--- src/rtl/gamecontrol_pkg.sv ---
// Shared game-control definitions: scheduler states, playfield extents and coordinate widths.
package gamecontrol_pkg;

    localparam int HOR_FIELD = 1279;
    localparam int VER_FIELD = 1023;
    localparam int X_W       = 12;
    localparam int Y_W       = 11;

    typedef enum logic [1:0] {
        IDLE     = 2'd0,
        ARMED    = 2'd1,
        SPAWN    = 2'd2,
        COOLDOWN = 2'd3
    } sched_state_t;

endpackage

--- src/rtl/slot_picker.sv ---
// Lowest-index free-slot priority encoder over the bullet occupancy vector.
module slot_picker #(
    parameter int NUM_SLOTS = 8,
    parameter int SLOT_W    = 3
) (
    input  logic [NUM_SLOTS-1:0] busy,
    output logic                 free_any,
    output logic [SLOT_W-1:0]    free_idx
);

    // Scan high to low so the last hit, the lowest free index, wins.
    always_comb begin
        free_any = 1'b0;
        free_idx = '0;
        for (int i = NUM_SLOTS - 1; i >= 0; i--) begin
            if (!busy[i]) begin
                free_any = 1'b1;
                free_idx = SLOT_W'(i);
            end
        end
    end

endmodule

--- src/rtl/bullet_scheduler.sv ---
// Frame-synchronous bullet scheduler: one fire request at a time, allocated on calc,
// spawned into the lowest free slot, followed by a per-frame cooldown.
module bullet_scheduler
    import gamecontrol_pkg::*;
#(
    parameter int NUM_SLOTS       = 8,
    parameter int SLOT_W          = 3,
    parameter int COOLDOWN_FRAMES = 10,
    parameter int HOR_FIELD       = gamecontrol_pkg::HOR_FIELD,
    parameter int X_OFFSET        = 32,
    parameter int Y_OFFSET        = 8
) (
    input  logic                 clock,
    input  logic                 reset,
    input  logic                 fire,
    input  logic [11:0]          ship_x,
    input  logic [10:0]          ship_y,
    input  logic                 calc,
    input  logic [NUM_SLOTS-1:0] slot_release,
    output logic                 spawn_valid,
    output logic [SLOT_W-1:0]    spawn_slot,
    output logic [11:0]          spawn_x,
    output logic [10:0]          spawn_y,
    output logic [NUM_SLOTS-1:0] slot_busy,
    output logic                 pending,
    output logic [15:0]          shots_fired
);

    sched_state_t state, state_next;
    logic [7:0]   cool_cnt, cool_next;
    logic         fire_s1, fire_s2, fire_s3;
    logic         fire_rise;
    logic         free_any;
    logic [SLOT_W-1:0]    free_idx;
    logic                 capture;
    logic [12:0]          x_sum;
    logic [11:0]          x_launch;
    logic [10:0]          y_launch;
    logic [NUM_SLOTS-1:0] set_mask;
    logic [NUM_SLOTS-1:0] busy_next;

    // fire is asynchronous: two flops to resolve, a third to find the rising edge.
    always_ff @(posedge clock) begin
        if (reset) begin
            fire_s1 <= 1'b0;
            fire_s2 <= 1'b0;
            fire_s3 <= 1'b0;
        end else begin
            fire_s1 <= fire;
            fire_s2 <= fire_s1;
            fire_s3 <= fire_s2;
        end
    end

    assign fire_rise = fire_s2 & ~fire_s3;

    slot_picker #(
        .NUM_SLOTS(NUM_SLOTS),
        .SLOT_W   (SLOT_W)
    ) u_picker (
        .busy    (slot_busy),
        .free_any(free_any),
        .free_idx(free_idx)
    );

    assign x_sum    = {1'b0, ship_x} + 13'(X_OFFSET);
    assign x_launch = (x_sum > 13'(HOR_FIELD)) ? 12'(HOR_FIELD) : x_sum[11:0];
    assign y_launch = (ship_y < 11'(Y_OFFSET)) ? 11'd0 : ship_y - 11'(Y_OFFSET);

    assign capture = (state == ARMED) && calc && free_any;

    always_comb begin
        state_next = state;
        cool_next  = cool_cnt;
        case (state)
            IDLE: begin
                if (fire_rise) state_next = ARMED;
            end
            ARMED: begin
                if (capture) state_next = SPAWN;
            end
            SPAWN: begin
                cool_next  = 8'(COOLDOWN_FRAMES);
                state_next = (COOLDOWN_FRAMES == 0) ? IDLE : COOLDOWN;
            end
            COOLDOWN: begin
                if (calc) begin
                    cool_next = cool_cnt - 8'd1;
                    if (cool_cnt <= 8'd1) state_next = IDLE;
                end
            end
            default: state_next = IDLE;
        endcase
    end

    // A set in the spawn cycle is applied after the release mask so a conflicting release loses.
    always_comb begin
        set_mask = '0;
        if (state == SPAWN) set_mask = NUM_SLOTS'(1) << spawn_slot;
        busy_next = (slot_busy & ~slot_release) | set_mask;
    end

    always_ff @(posedge clock) begin
        if (reset) begin
            state       <= IDLE;
            cool_cnt    <= '0;
            spawn_slot  <= '0;
            spawn_x     <= '0;
            spawn_y     <= '0;
            slot_busy   <= '0;
            shots_fired <= '0;
        end else begin
            state     <= state_next;
            cool_cnt  <= cool_next;
            slot_busy <= busy_next;
            if (capture) begin
                spawn_slot <= free_idx;
                spawn_x    <= x_launch;
                spawn_y    <= y_launch;
            end
            if (state == SPAWN) shots_fired <= shots_fired + 16'd1;
        end
    end

    assign spawn_valid = (state == SPAWN);
    assign pending     = (state == ARMED);

endmodule

--- config.mk ---
export PLATFORM = sky130hd
export DESIGN_NAME = bullet_scheduler
export DESIGN_NICKNAME = d
export VERILOG_FILES = /design/src/rtl/gamecontrol_pkg.sv /design/src/rtl/slot_picker.sv /design/src/rtl/bullet_scheduler.sv
export SDC_FILE = /design/constraint.sdc
export NUM_CORES = 1
export LEC_CHECK = 0
export ABC_AREA = 1
export CAP_MARGIN = 5
export CORE_UTILIZATION = 52
export DETAILED_ROUTE_END_ITERATION = 8
export PLACE_DENSITY = 0.86
export SYNTH_ARGS = -nofsm -noshare
export SYNTH_HDL_FRONTEND = slang
export SYNTH_SLANG_ARGS = --single-unit
--- constraint.sdc ---
create_clock -name clock -period 2.68 [get_ports clock]
set_clock_uncertainty 0.05 [all_clocks]
set_input_delay 0.536 -clock clock [delete_from_list [all_inputs] [get_ports clock]]
set_output_delay 0.536 -clock clock [all_outputs]
set_load 0.01 [all_outputs]
# Word-level counts from Yosys, hierarchy flattened
# Cells that the tools add are included.
# word_totals
in_bits	35
n_memories	0
latch_bits	0
regBits	63
mem_bits_ro	0
ramBits	0
# classes
shift	1
n_lt_le_gt_ge	3
multipliers	0
n_reduce_logical	6
n_eq_ne	7
muxes	26
n_addsub	4
div_mod_pow	0
bitwise_logic	5
# op_table
op	count
3-bit 2-to-1 mux	8
16-bit by 1-bit adder with 16-bit output (second input constant)	1
8-bit 2-to-1 mux	2
8-bit one-hot mux with 2 select lines	1
12-bit by 6-bit adder with 13-bit output (second input constant)	1
13-bit by 11-bit > comparator with 1-bit output (second input constant)	1
12-bit 2-to-1 mux	1
11-bit by 4-bit < comparator with 1-bit output (second input constant)	1
11-bit 2-to-1 mux	1
11-bit by 4-bit subtractor with 11-bit output (second input constant)	1
8-bit AND	1
8-bit by 1-bit less-or-equal comparator with 1-bit output (second input constant)	1
1-bit 2-to-1 mux	8
2-bit 2-to-1 mux	4
8-bit inverter	1
8-bit OR	1
2-bit one-hot mux with 4 select lines	1
1-bit by 3-bit left shift with 8-bit output (first input constant)	1
8-bit by 1-bit subtractor with 8-bit output (second input constant)	1
2-bit inequality test (second input constant)	3
2-bit == test (second input constant)	2
4-bit AND reduction	1
2-bit by 1-bit == test with 1-bit output (second input constant)	1
1-bit logical AND	2
6 further kinds	6

# Longest topological paths before layout
# logic_depth
depth_word	11
mapped_depth	11
ltp_nobuf	10

# Hierarchy
# A second synthesis with hierarchy kept.
# unflattened
hier_cells	446
hier_area_um2	3165.5
# by_module_without_submodules
module	area_each_um2	seq_area_each_um2	cells_per_inst	n_inst
bullet_scheduler	3086.7	1261.2	428	1
slot_picker	78.8	0.0	18	1

# Worst setup path after synthesis
# OpenSTA, ideal clock, no wires.
# synth_timing
path_type	flip-flop to flip-flop
startpoint	register state[0]
endpoint	register shots_fired[14]
setup_slack_ns	1.067
n_path_buf	1
required_ns	2.500
stages_incl_launch_ff	11
synth_period_minus_slack_ns	1.613
setup_time_ns	0.130
arrival_time_ns	1.433
cell_sequence	dfxtp_1 > inv_1 > ha_1 > buf_6 > nand2_1 > nor3_2 > nand2_1 > nor2_4 > nand2_1 > nor2_1 > nor3_2
# synth_between
elab_chain_len	1
# synth_rtl
element	line_no	rtl
start: declaration	bullet_scheduler.sv:29	sched_state_t state, state_next;
start signal: assignment	bullet_scheduler.sv:113	state <= state_next;
2-bit == test	--	
via spawn_valid	bullet_scheduler.sv:20	output logic spawn_valid,
end signal: assignment	bullet_scheduler.sv:121	if (state == SPAWN) shots_fired <= shots_fired + 16'd1;
end: declaration	bullet_scheduler.sv:26	output logic [15:0] shots_fired
# The timed path passes the listed nets, and every way through them passes these cells.
# A chain may end at the register's enable or synchronous reset.

# Worst setup path in the final report
# layout_timing
startpoint	register state[0]
endpoint	output spawn_valid
# layout_between
elab_chain_len	1
# layout_rtl
element	line_no	rtl
2-bit == test	bullet_scheduler.sv:125	assign spawn_valid = (state == SPAWN);
end: declaration	bullet_scheduler.sv:20	
# No other way between the ends.

==> flow_summary.ini <==
[status]
status = complete, no violations

[synth]
synth_common_cells = 92 x nand2_1, 70 x nor2_1, 63 x dfxtp_1
syn-cell-area_sq_um = 3160
ys_seq_area_share_pct = 39.9
synth_edf_count = 0
synthArstFlopShare_pct = 0
synthCells = 449
syn_area_per_cell_sq_um = 7.04
yosysUniqueCellTypes = 35
synth.area.top_cells = dfxtp_1 40%, nand2_1 11%, nor2_1 8.3%, inv_1 7.4%, a21oi_1 5.7%
synth.top_cell.area_share_pct = 39.9
ys.flop_type = dfxtp_1
synth_largest_area_cell = dfxtp_1
synthMostInstantiatedCell = nand2_1
yosys_warnings = 0
synth-seq-cells = 63
synth_nets = 495

[finish]
nets = 583
nFillCells = 480
layout-drive-gt1-share_pct = 8.49
diodes = 0
area_growth_pct = 34.5

[drt]
wl_mm = 7.13
ant_nets = 0
dr_total_vias = 3081
drc = 0
wire_per_inst_um = 11.6
viasPerCell = 4.99
initialDrtViolationCount = 107
detail_route.first_pass.iterations = 4

[die]
core_area_sq_um = 5890
boundaryPins = 87
die_x_um = 80.0
die_h_um = 80.0
initial_core_util_pct = 53.7
row_count = 28
die_area_sq_um = 6400

[cts]
cts_tree = built
clkTransAtPathRegs_ps = 70
insertion_delay_ps = 340
cts_sinks = 63
cts-root-buf = clkbuf_8
clockBufferDepth = 2
numCtsBuffers = 9
cts_resized = 0
cts_setup_buffers = 0
cts_hold_buffers = 0
cts-htree-levels = 3

[setup_path]
crit_required_ps = 2090
arrival_ps = 1880
r2r-start = state[0]
worstSetupPathType = flop to output port
end_kind = output port
r2r_end = cool_cnt[7]
ff2ff_setup_slack_ps = 620
path_max_fanout = 12
start_kind = flop
r2r_cells = 9

[power_and_ir_drop]
ir_worst_vdd_uv = 396
totalPowerFinal_mw = 2.85
leakage_nw = 1.74
power_density_nw_per_um2 = 670

[place]
dp_hpwl_mm = 5.31
portBuffers = 86
place_congestion = 0.826

[worst_hold_path]
hold_end = fire_s2
min_from = fire_s1
hp-class = flop to flop
holdPathStages = 2

[grt]
grt_pass1_wl_mm = 11.9
antenna_found_initial = 0
first_global_vias = 2865
grt_overflow_total = 0
grt_max_degree = 43
grt_usage_pct = 23.9

[timing]
period_needed_ps = 2460
slew_violations = 0
hold_violations = 0
fmax_ghz = 0.406
setup_violations = 0
slew-limit-headroom_pct = 69.0
whs_ps = 359
worst_pin_slew_ps = 465
fin_crit_sh_pct = 91.9
setup_tns_ps = 0
rsz0062_at_grt = false

[run]
drv_cap = 0
[power breakdown]
part | switching, mW | total, mW | internal, mW
Combinational | 0.463 | 0.866 | 0.404
Sequential | 0.111 | 1.19 | 1.08
Clock | 0.349 | 0.799 | 0.451
[cell usage in the layout, fill, tap and decap left out]
cell             count
xor2_1               6
buf_4                2
nor2_4               2
o21bai_1             1
a22oi_1              1
o21a_1               2
inv_1               62
nand3_1             18
nand2_4              2
clkinv_1             1
o22ai_1              1
nor3b_1              1
o21ai_1              7
dfxtp_1             63
nand4_2              1
clkbuf_8            10
nor3_1               7
clkinv_2             3
o21ai_0             16
a211oi_1             2
or2_1                2
nor2_1              70
o21ai_2              3
nand3_2              3
a31oi_1              3
nand4_1              3
clkbuf_1             2
nor2_2               3
bufinv_16            1
nand2_1             92
nor3_2               4
nand2_2              3
or2_2                7
inv_2                2
a21oi_1             36
xnor2_1              3
clkdlybuf4s50_1     86
ha_1                11
[worst max path at each step]
stage | startpoint | end | cells past startpoint
2_1_floorplan | state[0] | shots_fired[14] | 10
3_3_place_gp | calc | spawn_x[7] | 8
3_5_place_dp | calc | spawn_x[7] | 8
4_1_cts | state[0] | spawn_valid | 3
5_1_grt | state[0] | spawn_valid | 3
6_report | state[0] | spawn_valid | 3
[area by class of cell]
| type | instances | area [sq um] | share of cell area [%] |
|---|---|---|---|
| Timing Repair Buffer | 88 | 876 | 20.6 |
| Tap cell | 75 | 93.8 | 2.21 |
| Multi-Input combinational cell | 310 | 1590 | 37.4 |
| Clock buffer | 12 | 145 | 3.41 |
| Clock inverter | 4 | 45.0 | 1.06 |
| Inverter | 65 | 244 | 5.74 |
| Sequential cell | 63 | 1260 | 29.6 |
[worst max-delay path, cell delays in order, from the launching register on]
cell and delay [ps]:
dfxtp_1 330, inv_1 120, ha_1 460, clkdlybuf4s50_1 620
[registers in the layout (all words and copies together), names as in the netlist]
| name | cells |
|---|---|
| spawn_y | 11 |
| fire_s1 | 1 |
| fire_s3 | 1 |
| fire_s2 | 1 |
| shots_fired | 16 |
| cool_cnt | 8 |
| spawn_x | 12 |
| state | 2 |
| spawn_slot | 3 |
| slot_busy | 8 |
[per-layer routing]
layer | GRT usage [%] | vias to the layer above | routed length, um
met4 | 12.5 | 0 | 133
met5 | 0 | - | 0
met3 | 6.86 | 15 | 402
met1 | 25.2 | 1405 | 2960
li1 | - | 1584 | -
met2 | 42.6 | 77 | 3640
[kinds of logic after synthesis]
logic type | after synthesis | share of synthesized area, %
compound gates | 72 | 12.4
flops | 63 | 39.9
fa+ha+maj | 11 | 4.35
buf+inv | 76 | 9.85
xor+xnor | 9 | 2.49
simple gates | 218 | 31.0
[metrics by stage]
stage               worst slack, ps  util [%]  area, sq um  instances
finish                          217      72.3         4250        617
global route                   95.7      72.3         4250        617
CTS                             196      72.3         4250        617
detailed placement              312      69.0         4060        601
global placement                376      69.0         4060        601
floorplan                      1070         -         3160        449
(Power assumes the default switching activity.)
